$ cat src/rtl/mem_stage_if.sv
// Data-memory port of the Pillar memory-access stage.
// The stage is the master (issues requests); the memory is the slave.
interface mem_stage_if;
  logic        mem_req_o;
  logic        mem_we_o;
  logic [31:0] mem_addr_o;
  logic [31:0] mem_wdata_o;
  logic [3:0]  mem_be_o;
  logic        mem_ack_i;
  logic [31:0] mem_rdata_i;

  modport master (
    output mem_req_o, mem_we_o, mem_addr_o, mem_wdata_o, mem_be_o,
    input  mem_ack_i, mem_rdata_i
  );

  modport slave (
    input  mem_req_o, mem_we_o, mem_addr_o, mem_wdata_o, mem_be_o,
    output mem_ack_i, mem_rdata_i
  );
endinterface

$ cat src/rtl/mem_stage.sv
// Memory-access stage of the Pillar pipeline. Takes one instruction from
// execute, runs a req/ack data-memory transaction for loads and stores,
// passes ALU results straight through and hands a 32-bit write-back value
// to the write stage with a one-cycle strobe. Misalignment, illegal load/
// store widths and memory timeouts park the stage in a sticky error state.
module mem_stage #(
  parameter int TIMEOUT = 16,
  parameter int CNT_W   = 5
) (
  input  logic               clk,
  input  logic               reset,
  input  logic               in_valid_i,
  output logic               in_ready_o,
  input  logic [31:0]        alu_i,
  input  logic [31:0]        rs2_i,
  input  logic [31:0]        pc_i,
  input  logic [31:0]        ir_i,
  mem_stage_if.master        mem,
  output logic [31:0]        wd_o,
  output logic               wd_q_readin_o,
  output logic [31:0]        pc_o,
  output logic [31:0]        ir_o,
  output logic               err_o
);

  localparam logic [6:0] OP_R     = 7'b0110011;
  localparam logic [6:0] OP_I     = 7'b0010011;
  localparam logic [6:0] OP_LOAD  = 7'b0000011;
  localparam logic [6:0] OP_STORE = 7'b0100011;

  typedef enum logic [1:0] {
    S_IDLE = 2'd0,
    S_MEM  = 2'd1,
    S_DONE = 2'd2,
    S_ERR  = 2'd3
  } state_t;

  state_t           r_state;
  logic [CNT_W-1:0] r_cnt;
  logic [31:0]      r_addr;
  logic [31:0]      r_rs2;
  logic [31:0]      r_pc;
  logic [31:0]      r_ir;
  logic [31:0]      r_wd;

  // Load extraction: pick the addressed lane and sign/zero extend.
  function automatic logic [31:0] f_load_ext(input logic [2:0]  f3,
                                             input logic [1:0]  a,
                                             input logic [31:0] d);
    logic [7:0]  b;
    logic [15:0] h;
    case (a)
      2'd0:    b = d[7:0];
      2'd1:    b = d[15:8];
      2'd2:    b = d[23:16];
      default: b = d[31:24];
    endcase
    h = a[1] ? d[31:16] : d[15:0];
    case (f3)
      3'b000:  f_load_ext = {{24{b[7]}}, b};
      3'b001:  f_load_ext = {{16{h[15]}}, h};
      3'b010:  f_load_ext = d;
      3'b100:  f_load_ext = {24'd0, b};
      3'b101:  f_load_ext = {16'd0, h};
      default: f_load_ext = 32'd0;
    endcase
  endfunction

  // Byte enables for the access width at the given lane.
  function automatic logic [3:0] f_be(input logic [2:0] f3, input logic [1:0] a);
    case (f3[1:0])
      2'b00:   f_be = 4'b0001 << a;
      2'b01:   f_be = 4'b0011 << {a[1], 1'b0};
      default: f_be = 4'b1111;
    endcase
  endfunction

  // Store data replicated across lanes so the byte enables select it.
  function automatic logic [31:0] f_wdata(input logic [2:0] f3, input logic [31:0] d);
    case (f3[1:0])
      2'b00:   f_wdata = {4{d[7:0]}};
      2'b01:   f_wdata = {2{d[15:0]}};
      default: f_wdata = d;
    endcase
  endfunction

  // Decode of the instruction being offered by execute.
  logic [6:0] w_opc;
  logic [2:0] w_f3;
  logic       w_is_alu;
  logic       w_is_ld;
  logic       w_is_st;
  logic       w_bad_f3;
  logic       w_misal;

  assign w_opc    = ir_i[6:0];
  assign w_f3     = ir_i[14:12];
  assign w_is_alu = (w_opc == OP_R) || (w_opc == OP_I);
  assign w_is_ld  = (w_opc == OP_LOAD);
  assign w_is_st  = (w_opc == OP_STORE);
  // Loads allow 000/001/010/100/101; stores allow 000/001/010.
  assign w_bad_f3 = w_is_ld ? (w_f3 == 3'b011 || w_f3 == 3'b110 || w_f3 == 3'b111)
                            : (w_f3 > 3'b010);
  assign w_misal  = ((w_f3[1:0] == 2'b01) && alu_i[0]) ||
                    ((w_f3[1:0] == 2'b10) && (alu_i[1:0] != 2'b00));

  // Control FSM with captured instruction, timeout counter and write-back value.
  always_ff @(posedge clk or posedge reset) begin
    if (reset) begin
      r_state <= S_IDLE;
      r_cnt   <= '0;
      r_addr  <= '0;
      r_rs2   <= '0;
      r_pc    <= '0;
      r_ir    <= '0;
      r_wd    <= '0;
    end else begin
      case (r_state)
        S_IDLE: begin
          if (in_valid_i) begin
            r_addr <= alu_i;
            r_rs2  <= rs2_i;
            r_pc   <= pc_i;
            r_ir   <= ir_i;
            r_cnt  <= '0;
            if (w_is_ld || w_is_st) begin
              r_state <= (w_bad_f3 || w_misal) ? S_ERR : S_MEM;
            end else begin
              r_wd    <= w_is_alu ? alu_i : 32'd0;
              r_state <= S_DONE;
            end
          end
        end
        S_MEM: begin
          if (mem.mem_ack_i) begin
            r_wd    <= (r_ir[6:0] == OP_LOAD)
                       ? f_load_ext(r_ir[14:12], r_addr[1:0], mem.mem_rdata_i)
                       : 32'd0;
            r_state <= S_DONE;
          end else if (r_cnt == CNT_W'(TIMEOUT - 1)) begin
            r_state <= S_ERR;
          end else begin
            r_cnt <= r_cnt + CNT_W'(1);
          end
        end
        S_DONE:  r_state <= S_IDLE;
        S_ERR:   r_state <= S_ERR;
        default: r_state <= S_IDLE;
      endcase
    end
  end

  // Outputs decode straight from the state register, so reset clears them at once.
  logic w_req;
  logic w_st;
  assign w_req = (r_state == S_MEM);
  assign w_st  = (r_ir[6:0] == OP_STORE);

  assign in_ready_o      = (r_state == S_IDLE);
  assign wd_q_readin_o   = (r_state == S_DONE);
  assign err_o           = (r_state == S_ERR);
  assign wd_o            = r_wd;
  assign pc_o            = r_pc;
  assign ir_o            = r_ir;

  assign mem.mem_req_o   = w_req;
  assign mem.mem_we_o    = w_req && w_st;
  assign mem.mem_addr_o  = w_req ? {r_addr[31:2], 2'b00} : 32'd0;
  assign mem.mem_be_o    = w_req ? f_be(r_ir[14:12], r_addr[1:0]) : 4'd0;
  assign mem.mem_wdata_o = (w_req && w_st) ? f_wdata(r_ir[14:12], r_rs2) : 32'd0;

endmodule

$ cat src/flat_wrapper.sv
// flat-port wrapper written by rule: the top's interface ports become plain ports
module mem_stage_flat 
#(
  parameter int TIMEOUT = 16,
  parameter int CNT_W   = 5
)
  (clk, reset, in_valid_i, in_ready_o, alu_i, rs2_i, pc_i, ir_i, wd_o, wd_q_readin_o, pc_o, ir_o, err_o, mem_mem_req_o, mem_mem_we_o, mem_mem_addr_o, mem_mem_wdata_o, mem_mem_be_o, mem_mem_ack_i, mem_mem_rdata_i);
  mem_stage_if mem_i ();
  input  logic clk;
  input  logic reset;
  input  logic in_valid_i;
  output logic in_ready_o;
  input  logic [31:0] alu_i;
  input  logic [31:0] rs2_i;
  input  logic [31:0] pc_i;
  input  logic [31:0] ir_i;
  output logic [31:0] wd_o;
  output logic wd_q_readin_o;
  output logic [31:0] pc_o;
  output logic [31:0] ir_o;
  output logic err_o;
  output wire logic [$bits(mem_i.mem_req_o)-1:0] mem_mem_req_o;
  output wire logic [$bits(mem_i.mem_we_o)-1:0] mem_mem_we_o;
  output wire logic [$bits(mem_i.mem_addr_o)-1:0] mem_mem_addr_o;
  output wire logic [$bits(mem_i.mem_wdata_o)-1:0] mem_mem_wdata_o;
  output wire logic [$bits(mem_i.mem_be_o)-1:0] mem_mem_be_o;
  input wire logic [$bits(mem_i.mem_ack_i)-1:0] mem_mem_ack_i;
  input wire logic [$bits(mem_i.mem_rdata_i)-1:0] mem_mem_rdata_i;
  assign mem_mem_req_o = mem_i.mem_req_o;
  assign mem_mem_we_o = mem_i.mem_we_o;
  assign mem_mem_addr_o = mem_i.mem_addr_o;
  assign mem_mem_wdata_o = mem_i.mem_wdata_o;
  assign mem_mem_be_o = mem_i.mem_be_o;
  assign mem_i.mem_ack_i = mem_mem_ack_i;
  assign mem_i.mem_rdata_i = mem_mem_rdata_i;
  mem_stage #(.TIMEOUT(TIMEOUT), .CNT_W(CNT_W)) u_core (.clk(clk), .reset(reset), .in_valid_i(in_valid_i), .in_ready_o(in_ready_o), .alu_i(alu_i), .rs2_i(rs2_i), .pc_i(pc_i), .ir_i(ir_i), .mem(mem_i), .wd_o(wd_o), .wd_q_readin_o(wd_q_readin_o), .pc_o(pc_o), .ir_o(ir_o), .err_o(err_o));
endmodule
$ cat config.mk
export PLATFORM = sky130hd
export DESIGN_NAME = mem_stage_flat
export DESIGN_NICKNAME = d
export VERILOG_FILES = /design/src/rtl/mem_stage_if.sv /design/src/rtl/mem_stage.sv /design/src/flat_wrapper.sv
export SDC_FILE = /design/constraint.sdc
export NUM_CORES = 1
export LEC_CHECK = 0
export ABC_AREA = 1
export CAP_MARGIN = 30
export CORE_ASPECT_RATIO = 1.5
export CORE_MARGIN = 4
export CORE_UTILIZATION = 49
export CTS_BUF_LIST = sky130_fd_sc_hd__clkbuf_2 sky130_fd_sc_hd__clkbuf_4 sky130_fd_sc_hd__clkbuf_8
export DETAILED_ROUTE_END_ITERATION = 6
export PLACE_DENSITY_LB_ADDON = 0.15
export RECOVER_POWER = 25
export REMOVE_ABC_BUFFERS = 1
export SYNTH_ARGS = -nofsm -noshare
export SYNTH_HDL_FRONTEND = slang
export SYNTH_SLANG_ARGS = --single-unit
$ cat constraint.sdc
create_clock -name clk -period 13.1 [get_ports clk]
set_input_delay 2.62 -clock clk [delete_from_list [all_inputs] [get_ports clk]]
set_output_delay 2.62 -clock clk [all_outputs]
set_load 0.05 [all_outputs]
# ---- Yosys cells after proc, flatten, opt, wreduce, memory -nomap -nowiden
# Index checks and enable logic that the tools add are counted.
dict set report totals {
  ff_bits 167
  latchBits 0
  mem_bits_rw 0
  romBits 0
  inputBits 164
  out_inout_bits 169
  elab_cells 83
  mem_count 0
}
dict set report op_classes {
  add_sub_neg 1
  n_mul 0
  div 0
  order_cmp 1
  n_eq_ne 28
  shift 2
  muxes 25
  bitwise 0
  reduce_logical 19
}
# op count
set op_table {}
lappend op_table {{32-bit 2-to-1 mux} 7}
lappend op_table {{32-bit case mux with 5 select lines} 1}
lappend op_table {{32-bit case mux with 2 select lines} 2}
lappend op_table {{8-bit case mux with 3 select lines} 1}
lappend op_table {{7-bit by 6-bit equality test with 1-bit output, second input constant} 3}
lappend op_table {{16-bit 2-to-1 mux} 1}
lappend op_table {{5-bit 2-to-1 mux} 3}
lappend op_table {{7-bit by 2-bit equality test with 1-bit output, second input constant} 2}
lappend op_table {{3-bit equality test, second input constant} 4}
lappend op_table {{2-bit 2-to-1 mux} 5}
lappend op_table {{2-bit != test, second input constant} 5}
lappend op_table {{5-bit case mux with 2 select lines} 1}
lappend op_table {{2-bit by 1-bit equality test with 1-bit output, second input constant} 4}
lappend op_table {{2-bit equality test, second input constant} 4}
lappend op_table {{2-bit case mux with 4 select lines} 1}
lappend op_table {{4-bit case mux with 2 select lines} 1}
lappend op_table {{4-bit AND reduction} 2}
lappend op_table {{7-bit by 5-bit equality test with 1-bit output, second input constant} 1}
lappend op_table {{3-bit by 2-bit equality test with 1-bit output, second input constant} 2}
lappend op_table {{2-bit logical NOT} 3}
lappend op_table {{1-bit logical OR} 6}
lappend op_table {{5-bit by 1-bit adder with 5-bit output, second input constant} 1}
lappend op_table {{5-bit by 4-bit equality test with 1-bit output, second input constant} 1}
lappend op_table {{4-bit 2-to-1 mux} 1}
lappend op_table {{10 further kinds} 14}

# ---- Depth between registers and ports, before layout
dict set report logic_depth {
  ltp_word 9
  ltp_mapped 10
  ltp_nobuf 9
}

# ---- Worst setup path after synthesis
# No wires, ideal clock.
dict set report synth_timing {
  path_kind {register to output}
  from {reg u_core.r_ir[2] (netlist: u_core.ir_o[2])}
  to {out mem_mem_wdata_o[10]}
  arrival_ns 2.313
  slack_ns 8.167
  stages_incl_launch_ff 6
  path_cell_list {dfrtp_1 > nor2_1 > nand4_4 > nor2_4 > o21ai_0 > a21oi_1}
}
dict set report synth_via {
  elab_chain_len 3
}
# item line
set synth_lines {}
lappend synth_lines {{start, declared} mem_stage.sv:43} ;# logic [31:0] r_ir;
lappend synth_lines {{start signal, assigned} mem_stage.sv:124} ;# r_ir <= ir_i;
lappend synth_lines {{7-bit by 6-bit equality test with 1-bit output} mem_stage.sv:157} ;# assign w_st = (r_ir[6:0] == OP_STORE);
lappend synth_lines {{1-bit logical AND} n/a}
lappend synth_lines {{named net mem_mem_we_o} flat_wrapper.sv:23} ;# output wire logic [$bits(mem_i.mem_we_o)-1:0] mem_mem_we_o;
lappend synth_lines {{32-bit 2-to-1 mux} mem_stage.sv:170} ;# assign mem.mem_wdata_o = (w_req && w_st) ? f_wdata(r_ir[14:12], r_rs2) : 32'd0;
lappend synth_lines {{end, declared} flat_wrapper.sv:25} ;# output wire logic [$bits(mem_i.mem_wdata_o)-1:0] mem_mem_wdata_o;
# The timed path passes the listed nets, and every way through them passes these cells.

==> key figures <==
STA
  – Worst Tran Pin Value: 4.76 ns
  – Min Tclk post-route: a little under 8 ns
  – Final Skew: 0.0178 ns
  – Fmax: 127 MHz
  – Final count of negative-setup-slack endpoints: 0
  – Setup_tns: 0 ns
  – Relative slew slack: -217%
  – Fin. max-slew vios: 150
  – Fin worst setup slack: 5.24 ns
  – Final hold vios: 0
  – WHS: around 0.49 ns
  – RSZ-0062 raised after global routing: false
  – Period Utilization, post-route: approximately three fifths

Synthesis
  – Yosys reg bits: approximately 170
  – Mapped Cells: approximately 1200
  – Syn avg cell area: just over 7 um2
  – Mapped Area: about 8600 um2
  – Unique cell type count in the Yosys netlist: 26
  – Sequential area share after synthesis: between 40% and 50%
  – Ys Warns: 0

Clocking
  – Clk slew on worst S/H paths: 0.10 ns
  – Clock Tree Buf Depth: 2
  – CTS tree: done
  – Setup Buffers After CTS: 0
  – Total CTS buffers: 17
  – Root buf cell: clkbuf_8
  – Htree depth: 4
  – # hold bufs at CTS: 0
  – TritonCTS Sinks: ~170
  – Post-CTS Resized: 0
  – Worst skew pair latency: 0.47 ns

Die
  – Die area: between 15000 and 20000 um2
  – Die Width: 116 um
  – I/O pins: ~330
  – Row count: between 50 and 60
  – Core area: between 15000 and 20000 um2
  – Initial Util: between 40 and 50%
  – DIE HEIGHT: 170 um

Placement
  – Placed insts: between 1500 and 2000
  – Detailed placement HPWL: 21000 um
  – Pre-CTS setup slack: about 7.7 ns
  – Gp weighted congestion: 0.937
  – Post-DP Area: 11900 um2
  – Port bufs: between 300 and 400

Critical path
  – CP Capture Type: asynchronous set/reset pin
  – Arr. time, crit path: around 7.3 ns
  – Data required, critical path: between 10 and 15 ns
  – Crit Path Category: input pin to asynchronous set/reset pin
  – CP startpoint kind: input pin
  – CP max FO: 89

Routing
  – Via count: between 8000 and 9000
  – Final ANT Viol Nets: 0
  – Post-DR vias/cell: between 5 and 6
  – Drt drc: 0
  – Drt wl/cell: between 15 and 20 um
  – DRT iter0 DRCs: ~560
  – Total routed wirelength: ~28000 um
  – Drt pass-1 iters: 5

Pwr
  – PwrDens: between 200 and 250 nW/um2
  – Sw Ratio: approximately half
  – Internal power: about 1.4 mW
  – Seq pwr share: a little under a third
  – Pleak: 5.93 nW
  – Worst-case vdd ir drop: approximately 0.00014 V
  – Pwr Total: approximately 3.0 mW
  – Logic pwr share: between 50 and 60%
  – Clock share of power: between 10% and 20%
  – Switching power total: between 1.5 and 2 mW

Outcome
  – Status: complete, but fails checks
  – Failing checks: max-capacitance violations, max-slew violations

Global route
  – GRT Resource Usage Total: 28.8%
  – Vias in the first global route: between 8000 and 9000
  – Initial antenna violation count: 0
  – First-pass GRT wire length: approximately 44000 um
  – Largest net degree at the start of global routing: 93
  – Total gr overflow: 0

Final layout
  – Post-route cell area: 12300 um2
  – Area Overhead vs Synth: 43.3%
  – Layout Nets: approximately 1600
  – Share of cells above drive strength 1: 4.14%
  – Core Util, Final: a little under three quarters
  – ANT cells: 0
  – Cell Count, Final, Fillers Out: about 1700

Run
  – Maxcap violations: 2

Hold path
  – Worst hold path class: flip-flop to flip-flop
[worst paths after layout]
kind / cells after the start / slack (ns) / end / startpoint
max: 3 / 5.24 / u_core.r_addr[9] / reset
min: 2 / 0.49 / u_core.pc_o[5] / u_core.pc_o[5]
max reg2reg: 4 / 9.94 / u_core.r_addr[31] / u_core.r_state[0]
min reg2reg: 2 / 0.49 / u_core.pc_o[5] / u_core.pc_o[5]
max in group clk: 7 / 7.27 / mem_mem_wdata_o[14] / u_core.r_state[0]
min in group asynchronous: 2 / 2.81 / u_core.pc_o[17] / reset
[state kept, by name, summed over array words and instances, names as in the netlist]
name            flops
u_core.r_cnt        5
u_core.pc_o        32
u_core.r_state      2
u_core.ir_o        32
u_core.r_addr      32
u_core.wd_o        32
u_core.r_rs2       32
[synthesized netlist by cell type]
library cell	n	area share, %
inv_1	120	5.3
nor2_4	5	0.66
a21oi_1	95	5.5
buf_4	5	0.44
o22ai_1	9	0.66
o21ai_2	1	0.10
nand2_2	5	0.36
nand4_2	1	0.15
nand2_1	419	18
o21ai_1	1	0.058
buf_2	38	2.2
nand4_4	1	0.25
nand4_1	1	0.073
ha_1	2	0.29
nand3_1	31	1.8
buf_6	5	0.66
conb_1	1	0.044
nand2_4	1	0.13
nand3_2	1	0.12
dfrtp_1	167	49
inv_2	6	0.26
nor3_1	37	2.2
nor2_1	144	6.3
o21ai_0	75	4.4
clkbuf_1	21	0.92
clkinv_2	1	0.058
[critical path, stage by stage]
cell	delay (ns)
dlygate4sd3_1	0.54
clkinvlp_2	0.66
clkbuf_1	3.38
[per-layer routing]
metal  routed length, um  vias to the layer above  global-route usage, %
li1                    -                     4257                      -
met4                 853                        0                   10.4
met5                   0                        -                      0
met1               10700                     4013                   33.4
met3                2430                       44                   9.75
met2               14400                      329                   49.3
[kinds of logic after synthesis]
kind of cell             after synthesis  synth area share (%)
AND/OR/NAND/NOR                      646                  30.4
flip-flops                           167                  48.8
buffers and inverters                196                  9.81
adder cells (fa/ha/maj)                2                 0.292
AO/OA/AOI/OAI                        181                  10.7
other                                  1                0.0437
[power by group through the flow]
stage | logic, mW | clock network (mW) | registers, mW
6_report | 1.64 | 0.383 | 0.931
5_1_grt | 1.77 | 0.410 | 0.959
4_1_cts | 1.66 | 0.391 | 0.928
3_5_place_dp | 1.65 | 0 | 0.928
3_3_place_gp | 1.62 | 0 | 0.925
2_1_floorplan | 0.547 | 0 | 1.43
[cells in the final DEF (no fill, tap or decap), types with 2 or more instances in the layout]
cell type	netlist	final
buf_4	5	6
nor3_1	37	37
inv_2	6	5
clkinvlp_4	0	4
nor2_4	5	5
clkdlybuf4s50_1	0	328
ha_1	2	2
inv_1	120	119
nand2_2	5	4
dlygate4sd3_1	0	2
buf_16	0	2
inv_8	0	6
dfrtp_1	167	167
inv_6	0	3
clkbuf_8	0	17
nor2_1	144	144
o21ai_0	75	75
a21oi_1	95	95
nand3_1	31	31
clkinv_2	1	2
nand2_1	419	420
o22ai_1	9	9
conb_1	1	2
[cell type report]
type / count / area, um2
clock buffer: 18 / 241
sequential: 167 / 4180
clock inverter: 14 / 154
timing repair buffer: 339 / 3410
tap: 213 / 267
multi-input combinational: 831 / 3550
fill: 1460 / 4990
inverter: 127 / 480
No activity file was read; power rests on OpenSTA's default activity.
